==> config.mk <==
export PLATFORM = sky130hd
export DESIGN_NAME = seq_alu_v2
export DESIGN_NICKNAME = d
export VERILOG_FILES = /design/src/rtl/seq_alu_v2.sv
export SDC_FILE = /design/constraint.sdc
export NUM_CORES = 1
export LEC_CHECK = 0
export CAP_MARGIN = 30
export CORE_AREA = 2 2 165 167
export DETAILED_ROUTE_END_ITERATION = 10
export DIE_AREA = 0 0 167 169
export PLACE_DENSITY_LB_ADDON = 0.15
export SLEW_MARGIN = 10
export SYNTH_ARGS = -nofsm -noshare
export SYNTH_HDL_FRONTEND = slang
export SYNTH_SLANG_ARGS = --single-unit
==> constraint.sdc <==
create_clock -name clk -period 3.79 [get_ports clk]
set_input_delay 0.758 -clock clk [delete_from_list [all_inputs] [get_ports clk]]
set_output_delay 0.758 -clock clk [all_outputs]
set_load 0.005 [all_outputs]
==> src/rtl/seq_alu_v2.sv <==
// Handshaked sequential integer ALU: 1-cycle simple ops, iterative MUL/DIV/REM.
// Optional sticky flag accumulator enabled by defining SEQ_ALU_STICKY_FLAGS_EN.
module seq_alu_v2 #(
    parameter  int WIDTH = 16,
    localparam int CNT_W = $clog2(WIDTH) + 1
) (
    input  logic             clk,
    input  logic             rst,
    input  logic             in_valid,
    output logic             in_ready,
    input  logic [3:0]       op,
    input  logic             signed_mode,
    input  logic [WIDTH-1:0] x,
    input  logic [WIDTH-1:0] y,
    output logic             out_valid,
    input  logic             out_ready,
    output logic [WIDTH-1:0] r,
    output logic             overflow,
    output logic             negative,
    output logic             zero,
    output logic             cout,
    output logic             div_zero,
    output logic             illegal,
    output logic             busy
`ifdef SEQ_ALU_STICKY_FLAGS_EN
    ,
    input  logic             flag_clr,
    output logic [4:0]       sticky_flags
`endif
);

    localparam int SH_W = $clog2(WIDTH);

    localparam logic [3:0] OP_ADD = 4'd0;
    localparam logic [3:0] OP_SUB = 4'd1;
    localparam logic [3:0] OP_AND = 4'd2;
    localparam logic [3:0] OP_OR  = 4'd3;
    localparam logic [3:0] OP_XOR = 4'd4;
    localparam logic [3:0] OP_NOT = 4'd5;
    localparam logic [3:0] OP_SHL = 4'd6;
    localparam logic [3:0] OP_SHR = 4'd7;
    localparam logic [3:0] OP_SAR = 4'd8;
    localparam logic [3:0] OP_CMP = 4'd9;
    localparam logic [3:0] OP_MUL = 4'd10;
    localparam logic [3:0] OP_DIV = 4'd11;
    localparam logic [3:0] OP_REM = 4'd12;

    typedef enum logic [1:0] {IDLE, BUSY, DONE} state_t;

    state_t           state;
    logic [CNT_W-1:0] cnt;
    logic [3:0]       op_q;
    logic [WIDTH-1:0] opnd_q;
    logic [WIDTH-1:0] acc_hi;
    logic [WIDTH-1:0] acc_lo;

    logic             accept;
    logic             iter_op;
    logic [SH_W-1:0]  sh;
    logic             cmp_lt;
    logic [WIDTH:0]   add_sum;
    logic [WIDTH:0]   sub_diff;

    logic [WIDTH-1:0] sc_r;
    logic             sc_ovf;
    logic             sc_cout;
    logic             sc_ill;

    logic [WIDTH:0]   mul_sum;
    logic [WIDTH:0]   div_shift;
    logic             div_ge;
    logic [WIDTH-1:0] div_rem;
    logic [WIDTH-1:0] step_hi;
    logic [WIDTH-1:0] step_lo;
    logic [WIDTH-1:0] fin_r;
    logic             fin_ovf;
    logic             fin_dz;

    assign accept   = in_valid && in_ready;
    assign in_ready = (state == IDLE) || ((state == DONE) && out_ready);
    assign iter_op  = (op == OP_MUL) || (op == OP_DIV) || (op == OP_REM);
    assign sh       = y[SH_W-1:0];
    assign cmp_lt   = signed_mode ? ($signed(x) < $signed(y)) : (x < y);
    assign add_sum  = {1'b0, x} + {1'b0, y};
    assign sub_diff = {1'b0, x} - {1'b0, y};

    // Single-cycle result, evaluated straight from the live operands.
    // NOTE: every always_comb output gets a default first so no path infers a latch.
    always_comb begin
        sc_r    = '0;
        sc_ovf  = 1'b0;
        sc_cout = 1'b0;
        sc_ill  = 1'b0;
        case (op)
            OP_ADD: begin
                sc_r    = add_sum[WIDTH-1:0];
                sc_cout = add_sum[WIDTH];
                sc_ovf  = (x[WIDTH-1] == y[WIDTH-1]) && (add_sum[WIDTH-1] != x[WIDTH-1]);
            end
            OP_SUB: begin
                sc_r    = sub_diff[WIDTH-1:0];
                sc_cout = ~sub_diff[WIDTH];
                sc_ovf  = (x[WIDTH-1] != y[WIDTH-1]) && (sub_diff[WIDTH-1] != x[WIDTH-1]);
            end
            OP_AND: sc_r = x & y;
            OP_OR:  sc_r = x | y;
            OP_XOR: sc_r = x ^ y;
            OP_NOT: sc_r = ~x;
            OP_SHL: sc_r = x << sh;
            OP_SHR: sc_r = x >> sh;
            OP_SAR: sc_r = $signed(x) >>> sh;
            OP_CMP: sc_r = {{(WIDTH-1){1'b0}}, cmp_lt};
            OP_MUL, OP_DIV, OP_REM: sc_r = '0;
            default: sc_ill = 1'b1;
        endcase
    end

    // One iteration: acc_lo holds the multiplier (MUL) or the dividend/quotient
    // (DIV/REM); acc_hi holds the partial product high half or the remainder.
    assign mul_sum   = {1'b0, acc_hi} + (acc_lo[0] ? {1'b0, opnd_q} : '0);
    assign div_shift = {acc_hi, acc_lo[WIDTH-1]};
    assign div_ge    = div_shift >= {1'b0, opnd_q};
    assign div_rem   = div_shift[WIDTH-1:0] - opnd_q;

    always_comb begin
        step_hi = '0;
        step_lo = '0;
        if (op_q == OP_MUL) begin
            step_hi = mul_sum[WIDTH:1];
            step_lo = {mul_sum[0], acc_lo[WIDTH-1:1]};
        end else if (div_ge) begin
            step_hi = div_rem;
            step_lo = {acc_lo[WIDTH-2:0], 1'b1};
        end else begin
            step_hi = div_shift[WIDTH-1:0];
            step_lo = {acc_lo[WIDTH-2:0], 1'b0};
        end
    end

    // A zero divisor needs no special case: every trial subtract succeeds,
    // giving an all-ones quotient and shifting the dividend into the remainder.
    assign fin_r   = (op_q == OP_REM) ? step_hi : step_lo;
    assign fin_ovf = (op_q == OP_MUL) && (step_hi != '0);
    assign fin_dz  = (op_q != OP_MUL) && (opnd_q == '0);

    // NOTE: sequential state uses non-blocking assignments only, so every
    // register samples the pre-edge values regardless of statement order.
    always_ff @(posedge clk) begin
        if (rst) begin
            state     <= IDLE;
            cnt       <= '0;
            op_q      <= '0;
            opnd_q    <= '0;
            acc_hi    <= '0;
            acc_lo    <= '0;
            out_valid <= 1'b0;
            busy      <= 1'b0;
            r         <= '0;
            overflow  <= 1'b0;
            negative  <= 1'b0;
            zero      <= 1'b0;
            cout      <= 1'b0;
            div_zero  <= 1'b0;
            illegal   <= 1'b0;
        end else begin
            case (state)
                IDLE, DONE: begin
                    if (accept) begin
                        if (iter_op) begin
                            // MUL is commutative, so both iterative kinds load x/y the same way.
                            state     <= BUSY;
                            busy      <= 1'b1;
                            out_valid <= 1'b0;
                            cnt       <= CNT_W'(WIDTH);
                            op_q      <= op;
                            acc_hi    <= '0;
                            acc_lo    <= x;
                            opnd_q    <= y;
                        end else begin
                            state     <= DONE;
                            out_valid <= 1'b1;
                            r         <= sc_r;
                            overflow  <= sc_ovf;
                            negative  <= sc_r[WIDTH-1];
                            zero      <= (sc_r == '0);
                            cout      <= sc_cout;
                            div_zero  <= 1'b0;
                            illegal   <= sc_ill;
                        end
                    end else if ((state == DONE) && out_ready) begin
                        state     <= IDLE;
                        out_valid <= 1'b0;
                    end
                end
                BUSY: begin
                    acc_hi <= step_hi;
                    acc_lo <= step_lo;
                    cnt    <= cnt - 1'b1;
                    if (cnt == CNT_W'(1)) begin
                        state     <= DONE;
                        busy      <= 1'b0;
                        out_valid <= 1'b1;
                        r         <= fin_r;
                        overflow  <= fin_ovf;
                        negative  <= fin_r[WIDTH-1];
                        zero      <= (fin_r == '0);
                        cout      <= 1'b0;
                        div_zero  <= fin_dz;
                        illegal   <= 1'b0;
                    end
                end
                default: state <= IDLE;
            endcase
        end
    end

`ifdef SEQ_ALU_STICKY_FLAGS_EN
    // Clear takes priority over a delivery in the same cycle.
    always_ff @(posedge clk) begin
        if (rst || flag_clr) begin
            sticky_flags <= '0;
        end else if (out_valid && out_ready) begin
            sticky_flags <= sticky_flags | {overflow, cout, div_zero, illegal, zero};
        end
    end
`endif

endmodule
# After elaboration in Yosys (flattened, before gate mapping)
# Cells that the tools add are included.
# W data, S select, Z words.
classes:
  magnitude_cmp: 3
  mux: 60
  n_reduce_logical: 24
  eq_ne: 27
  shifts: 3
  add_sub_neg: 5
  n_bitwise: 5
ops:
  columns: ["operator", "count"]
  rows:
  - ["$mux W16", 12]
  - ["$pmux W16 S10", 1]
  - ["$pmux W16 S2", 3]
  - ["$logic_not A16 Y1", 3]
  - ["$add A16 B16 Y17", 2]
  - ["$lt A16 B16 Y1", 2]
  - ["$eq A4 B4 Y1 const B", 7]
  - ["$mux W1", 26]
  - ["$pmux W1 S2", 10]
  - ["$ge A17 B16 Y1", 1]
  - ["$sub A16 B16 Y17", 1]
  - ["$and A16 B16 Y16", 1]
  - ["$eq A4 B3 Y1 const B", 4]
  - ["$not A16 Y16", 1]
  - ["$or A16 B16 Y16", 1]
  - ["$reduce_bool A16 Y1", 1]
  - ["$shl A16 B4 Y16", 1]
  - ["$shr A16 B4 Y16", 1]
  - ["$sshr A16 B4 Y16", 1]
  - ["$sub A16 B16 Y16", 1]
  - ["$xor A16 B16 Y16", 1]
  - ["$reduce_or A13 Y1", 1]
  - ["$mux W5", 2]
  - ["$pmux W5 S2", 1]
  - ["23 further kinds", 42]
word_totals:
  in_bits: 41
  out_inout_bits: 25
  regBits: 83
  word_cells: 142

# Longest topological paths before layout
# Gate-level depths: netlist of run 1.
logic_depth:
  word_depth: 7
  ltp_mapped: 16
  depth_no_buf: 14

# Worst setup path before layout of run 1
# No wires, ideal clock.
synth_path:
  path_kind: "input to register"
  from: "in y[1]"
  to: "reg r[15]"
  arrival_ns: 3.776
  slack_ns: -0.114
  path_buffers: 1
  required_time_ns: 3.662
  path_stages: 13
  cell_sequence: "buf_2 clkinv_1 ha_1 a211oi_1 o21ai_0 a2111oi_0 nor3_1 and3_1 o41ai_2 mux2_2 a22oi_1 o221a_2 nor2_1"
synth_between:
  elab_chain_cells: 5
  elab_cells_between_ends: 9
  classes_between: "2 x add/sub; 3 x shift; 4 x mux"
synth_rtl:
  columns: ["item", "line", "text"]
  rows:
  - ["from (decl)", "14", "input logic [WIDTH-1:0] y,"]
  - ["$sub A16 B16 Y17, or another cell as far along", "85", "assign sub_diff = {1'b0, x} - {1'b0, y};"]
  - ["$pmux W16 S10 *", "94", "case (op)"]
  - ["$mux W16 *", "169", "if (iter_op) begin"]
  - ["$mux W16 *", "168", "if (accept) begin"]
  - ["$pmux W16 S2 *", "166", "case (state)"]
  - ["to (signal assigned)", "182", "r <= sc_r;"]
  - ["to (signal assigned)", "203", "r <= fin_r;"]
  - ["to (decl)", "17", "output logic [WIDTH-1:0] r,"]
# Every way passes the cells marked *; elsewhere a longest branch is shown, timed or not. The select of a mux whose other input is x is not followed.
# A chain may end at the register's enable or synchronous reset.

# Worst setup path in the final report of run 1
layout_path:
  from: "in x[2]"
  to: "reg r[13]"
layout_between:
  elab_chain_cells: 5
  elab_cells_between_ends: 9
  classes_between: "2 x add/sub; 3 x shift; 4 x mux"
layout_rtl:
  columns: ["item", "line", "text"]
  rows:
  - ["from (decl)", "13", "input logic [WIDTH-1:0] x,"]
  - ["$sub A16 B16 Y17, or another cell as far along", "85", null]
  - ["$pmux W16 S10 *", "94", null]
  - ["$mux W16 *", "169", null]
  - ["$mux W16 *", "168", null]
  - ["$pmux W16 S2 *", "166", null]
# Marks and branches as above.

==> impl_results.rst, run 1 <==
.. list-table::
   :header-rows: 1

   * - Metric
     - Value
   * - Area growth syn-to-layout
     - 31.9%
   * - Crit path cell chain
     - clkdlybuf4s50_1 > buf_4 > ha_1 > or2_2 > o221ai_2 > a211oi_2 > o311a_1 > buf_4 > o41ai_4 > buf_4 > nand2_1 > o2111ai_1 > o21ai_0 > buf_4 > or2_2 > a31oi_1
   * - Clock tree buffer depth
     - 2
   * - Slew at the pin closest to its max-slew limit
     - 817 ps
   * - Utilization after layout
     - 52.0%
   * - Run status
     - finished clean
   * - Clock tree from TritonCTS
     - done
   * - Type of the setup path with the least slack
     - in -> reg
   * - Switch Pwr
     - 1.49 mW
   * - Initial standard-cell utilization of the core
     - 39.4%
   * - Detailed-route wire length per cell
     - 22.8 um
   * - Wire length after detailed routing
     - 45.4 mm
   * - Part of the power in the clock network
     - 24.2%
   * - Post-synthesis sequential area ratio
     - 15.7%
   * - Hold-fix buffers, CTS
     - 0
   * - Number of flops mapped to enable cells by yosys
     - 0
   * - # rows
     - 60
   * - Yosys warnings
     - 0
   * - Inst Count DP
     - 1972
   * - Switching fraction of total power
     - 40.4%
   * - Internal portion of total power
     - 2.20 mW
   * - Max-cap viol count
     - 0
   * - Inserted Clock Buffers
     - 9
   * - Cell Area, Placed
     - 0.0131 sq mm
   * - Fraction of the mapped netlist area in adder cells
     - 10.7%
   * - Clock root buffer
     - sky130_fd_sc_hd__clkbuf_16
   * - Register share of total power
     - 25.5%
   * - Layout cell share with drive strength beyond 1
     - 25.5%
   * - Arrival time of data at the critical path endpoint
     - 3950 ps
   * - Share of Yosys cell area claimed by the top area cell type
     - 15.7%
   * - Critical path required time
     - 4070 ps
   * - Most repeated cell in the gate-level netlist after synthesis
     - sky130_fd_sc_hd__nor2_1
   * - Cell Area, Synth
     - 0.0104 sq mm
   * - Worst slew margin relative to its limit
     - 45.5%
   * - Area leader, netlist
     - sky130_fd_sc_hd__dfxtp_1
   * - Total die area
     - 0.0282 sq mm
   * - Remaining antenna violation count
     - 0
   * - Horizontal die dimension
     - 167 um
   * - Post-route design area
     - 0.0138 sq mm
   * - Htree depth
     - 3
   * - First-pass GRT wire length
     - 69.0 mm
   * - Mean Syn Cell Area
     - 7.50 sq um
   * - Chip Height
     - 169 um
   * - Hold path cells
     - 2
   * - Antenna cells
     - 0
   * - First-pass DRT Iterations
     - 8
   * - Share of synthesized flip-flops with an asynchronous set or reset
     - 0%
   * - Vias in the first global route
     - 11400
   * - Fin. Hold Viols
     - 0
   * - Sequential Area
     - 0.00164 sq mm
   * - Cell repeated most along the worst path
     - sky130_fd_sc_hd__buf_4
   * - Share of the clock period used by the worst path after layout
     - 96.8%
   * - Vias
     - 12000
   * - LEAKAGE
     - 5.87 nW
   * - Yosys reg bits
     - 82
   * - Area share of xor/xnor cells in the synthesized design
     - 2.60%
   * - Basic-gate share of the synthesized area counting and, or, nand and nor cells
     - 22.8%
   * - CP max-delay cell
     - sky130_fd_sc_hd__clkdlybuf4s50_1
   * - Syn Nets
     - 1520
   * - Nets
     - 1774
   * - Number of top-level design ports
     - 66
   * - Via density per instance
     - 6.02
   * - Worst R2R Setup Slack
     - 220 ps
   * - Weighted congestion reported at the end of routability-driven placement
     - 0.969
   * - Latest clock arrival within the worst-skew pair
     - 360 ps
   * - Power density over cell area
     - 268 mW/mm^2
   * - Fill count
     - 2714
   * - Netlist cell types
     - 88
   * - Sinks on the clock net
     - 82
   * - Clock slew at reported path FFs
     - 80 ps
   * - Mapped Cells
     - 1392
   * - Number of failing setup endpoints in the final timing report
     - 0
   * - Count of pins over their slew limit
     - 0
   * - Dominant combinational cell family by area after synthesis
     - compound AO/OA/AOI/OAI gates
   * - Final clock skew
     - 15.2 ps
   * - Largest stage delay on the critical path
     - 450 ps
   * - Layout Cells excl Fill
     - 1992
   * - Synth cell count leaders
     - sky130_fd_sc_hd__nor2_1, sky130_fd_sc_hd__nand2_1, sky130_fd_sc_hd__a21oi_1, sky130_fd_sc_hd__ha_1, sky130_fd_sc_hd__dfxtp_1
   * - Total area of multi-input combinational cells
     - 0.00824 sq mm
   * - Number of buffer cells added on primary ports
     - 65
   * - RSZ-0062 raised after global routing
     - true
   * - Critical path peak fanout
     - 10
   * - Count of routing violations after the opening detailed-route iteration
     - 1000
   * - Total DRC errors in the routed layout
     - 0
   * - Highest clock rate
     - 273 MHz
   * - Total Power
     - 3.69 mW
   * - Capturing element type of the critical path
     - flop
   * - Top cells by area in the synthesized netlist
     - sky130_fd_sc_hd__dfxtp_1, sky130_fd_sc_hd__ha_1, sky130_fd_sc_hd__a21oi_1
   * - Area fraction in compound gates after synthesis
     - 28.6%
   * - Initial antenna violation count
     - 0
   * - Core ar.
     - 0.0265 sq mm
   * - Post-synthesis mux area share
     - 11.4%
   * - Global-route congestion overflow total
     - 0
   * - Min Tclk post-route
     - 3670 ps
   * - Half-perimeter wire length after detailed placement
     - 36.4 mm
   * - Aggregate negative setup slack
     - 0 ps
   * - Number of cells on the worst reg-to-reg path
     - 13
   * - Combined global-route utilization of all metal layers
     - 31.5%
   * - Most used flip-flop cell after synthesis
     - sky130_fd_sc_hd__dfxtp_1
   * - Combinational fraction of design power
     - 50.3%
   * - Critical path launch point type
     - input pin
   * - VDD IR max
     - 0.219 mV
   * - Worst hold path class
     - reg -> reg
   * - Pin count of the biggest net entering global routing
     - 72
placed cells by master, fill, tap and decap left out, types with 13 or more instances in the layout:
cell type and n:
sky130_fd_sc_hd__a221oi_1 19, sky130_fd_sc_hd__inv_1 75, sky130_fd_sc_hd__a22oi_1 13, sky130_fd_sc_hd__mux4_2 19, sky130_fd_sc_hd__nand2_1 130, sky130_fd_sc_hd__a31oi_1 17, sky130_fd_sc_hd__nor4_1 13, sky130_fd_sc_hd__nor2_1 149
sky130_fd_sc_hd__a21o_1 13, sky130_fd_sc_hd__o211ai_1 20, sky130_fd_sc_hd__nand3_1 28, sky130_fd_sc_hd__o21ai_0 70, sky130_fd_sc_hd__a211oi_1 17, sky130_fd_sc_hd__xnor2_1 19, sky130_fd_sc_hd__dfxtp_1 82, sky130_fd_sc_hd__nand2b_1 13
sky130_fd_sc_hd__and2_1 21, sky130_fd_sc_hd__buf_4 279, sky130_fd_sc_hd__ha_1 81, sky130_fd_sc_hd__mux2i_1 31, sky130_fd_sc_hd__clkdlybuf4s50_1 50, sky130_fd_sc_hd__a21oi_1 123, sky130_fd_sc_hd__nor3_1 30
path summary, 6_finish.rpt:
| path | endpoint | start |
|---|---|---|
| worst max register to register | zero$_SDFFE_PP0P_ | opnd_q[13]$_SDFFE_PP0P_ |
| worst min-delay path | busy$_SDFFE_PP0P_ | busy$_SDFFE_PP0P_ |
| worst max-delay path | r[13]$_SDFFE_PP0P_ | x[2] |
| worst min register to register | busy$_SDFFE_PP0P_ | busy$_SDFFE_PP0P_ |
layout make-up:
| cell class | instances | share of cell area, % |
|---|---|---|
| Multi-Input combinational cell | 1123 | 59.8 |
| Timing Repair Buffer | 351 | 20.9 |
| Sequential cell | 82 | 11.9 |
| Tap cell | 341 | 3.10 |
| Inverter | 79 | 2.16 |
| Clock buffer | 9 | 1.64 |
| Clock inverter | 7 | 0.518 |
power by group through the flow:
| stage | combinational, mW | sequential, mW | clock, mW |
|---|---|---|---|
| 2_1_floorplan | 0.985 | 0.949 | 0 |
| 3_3_place_gp | 1.76 | 0.959 | 0 |
| 3_5_place_dp | 1.76 | 0.959 | 0 |
| 4_1_cts | 1.78 | 0.940 | 0.906 |
| 5_1_grt | 2.00 | 0.944 | 0.937 |
| 6_report | 1.86 | 0.941 | 0.895 |
critical path, delay by kind of cell:
kind	cells	cell delay [ps]
AND/OR/NAND/NOR	3	610
AO/OA/AOI/OAI	7	1240
adder cells (fa/ha/maj)	1	210
buffers and inverters	5	1130
logic make-up after synthesis:
kind of cell	after synthesis
multiplexers	74
XOR/XNOR	31
buffers and inverters	187
AND/OR/NAND/NOR	489
AO/OA/AOI/OAI	442
flip-flops	82
adder cells (fa/ha/maj)	87
metal layers:
layer | wire length [um] | GRT usage (%)
met5 | 0 | 0
met4 | 1450 | 9.93
met3 | 2390 | 3.18
met2 | 21600 | 53.7
met1 | 19900 | 41.9
sequential cells by signal (all words and copies together) (netlist names):
signal / flops
div_zero: 1
state: 2
opnd_q: 16
out_valid: 1
cnt: 5
overflow: 1
op_q: 4
acc_lo: 16
illegal: 1
cout: 1
busy: 1
r: 16
zero: 1
acc_hi: 16
through the flow:
step           worst slack (ps)  hold WS, ps
3_3_place_gp               -685          444
5_1_grt                   -41.1          499
6_report                    122          454
4_1_cts                    3.54          456
3_5_place_dp               -717          446
2_1_floorplan              17.0          432
what timing repair did:
action | CTS | global route
pin swaps | 8 | 16
endpoints found under the hold margin | 0 | 0
endpoints found under the setup margin | 8 | 9
gates resized for setup | 20 | 54
buffers inserted | 2 | 2
(Power assumes the default switching activity.)
==> run 2: changes to the inputs <==
--- a/config.mk
+++ b/config.mk
@@ -5,8 +5,10 @@
 export SDC_FILE = /design/constraint.sdc
 export NUM_CORES = 1
 export LEC_CHECK = 0
+export ABC_CLOCK_PERIOD_IN_PS = 3790
 export CAP_MARGIN = 30
 export CORE_AREA = 2 2 165 167
+export CTS_CLUSTER_DIAMETER = 150
 export DETAILED_ROUTE_END_ITERATION = 10
 export DIE_AREA = 0 0 167 169
 export PLACE_DENSITY_LB_ADDON = 0.15
==> results of run 2 <==
The final DEF is identical to that of run 1; final timing and power are the same.
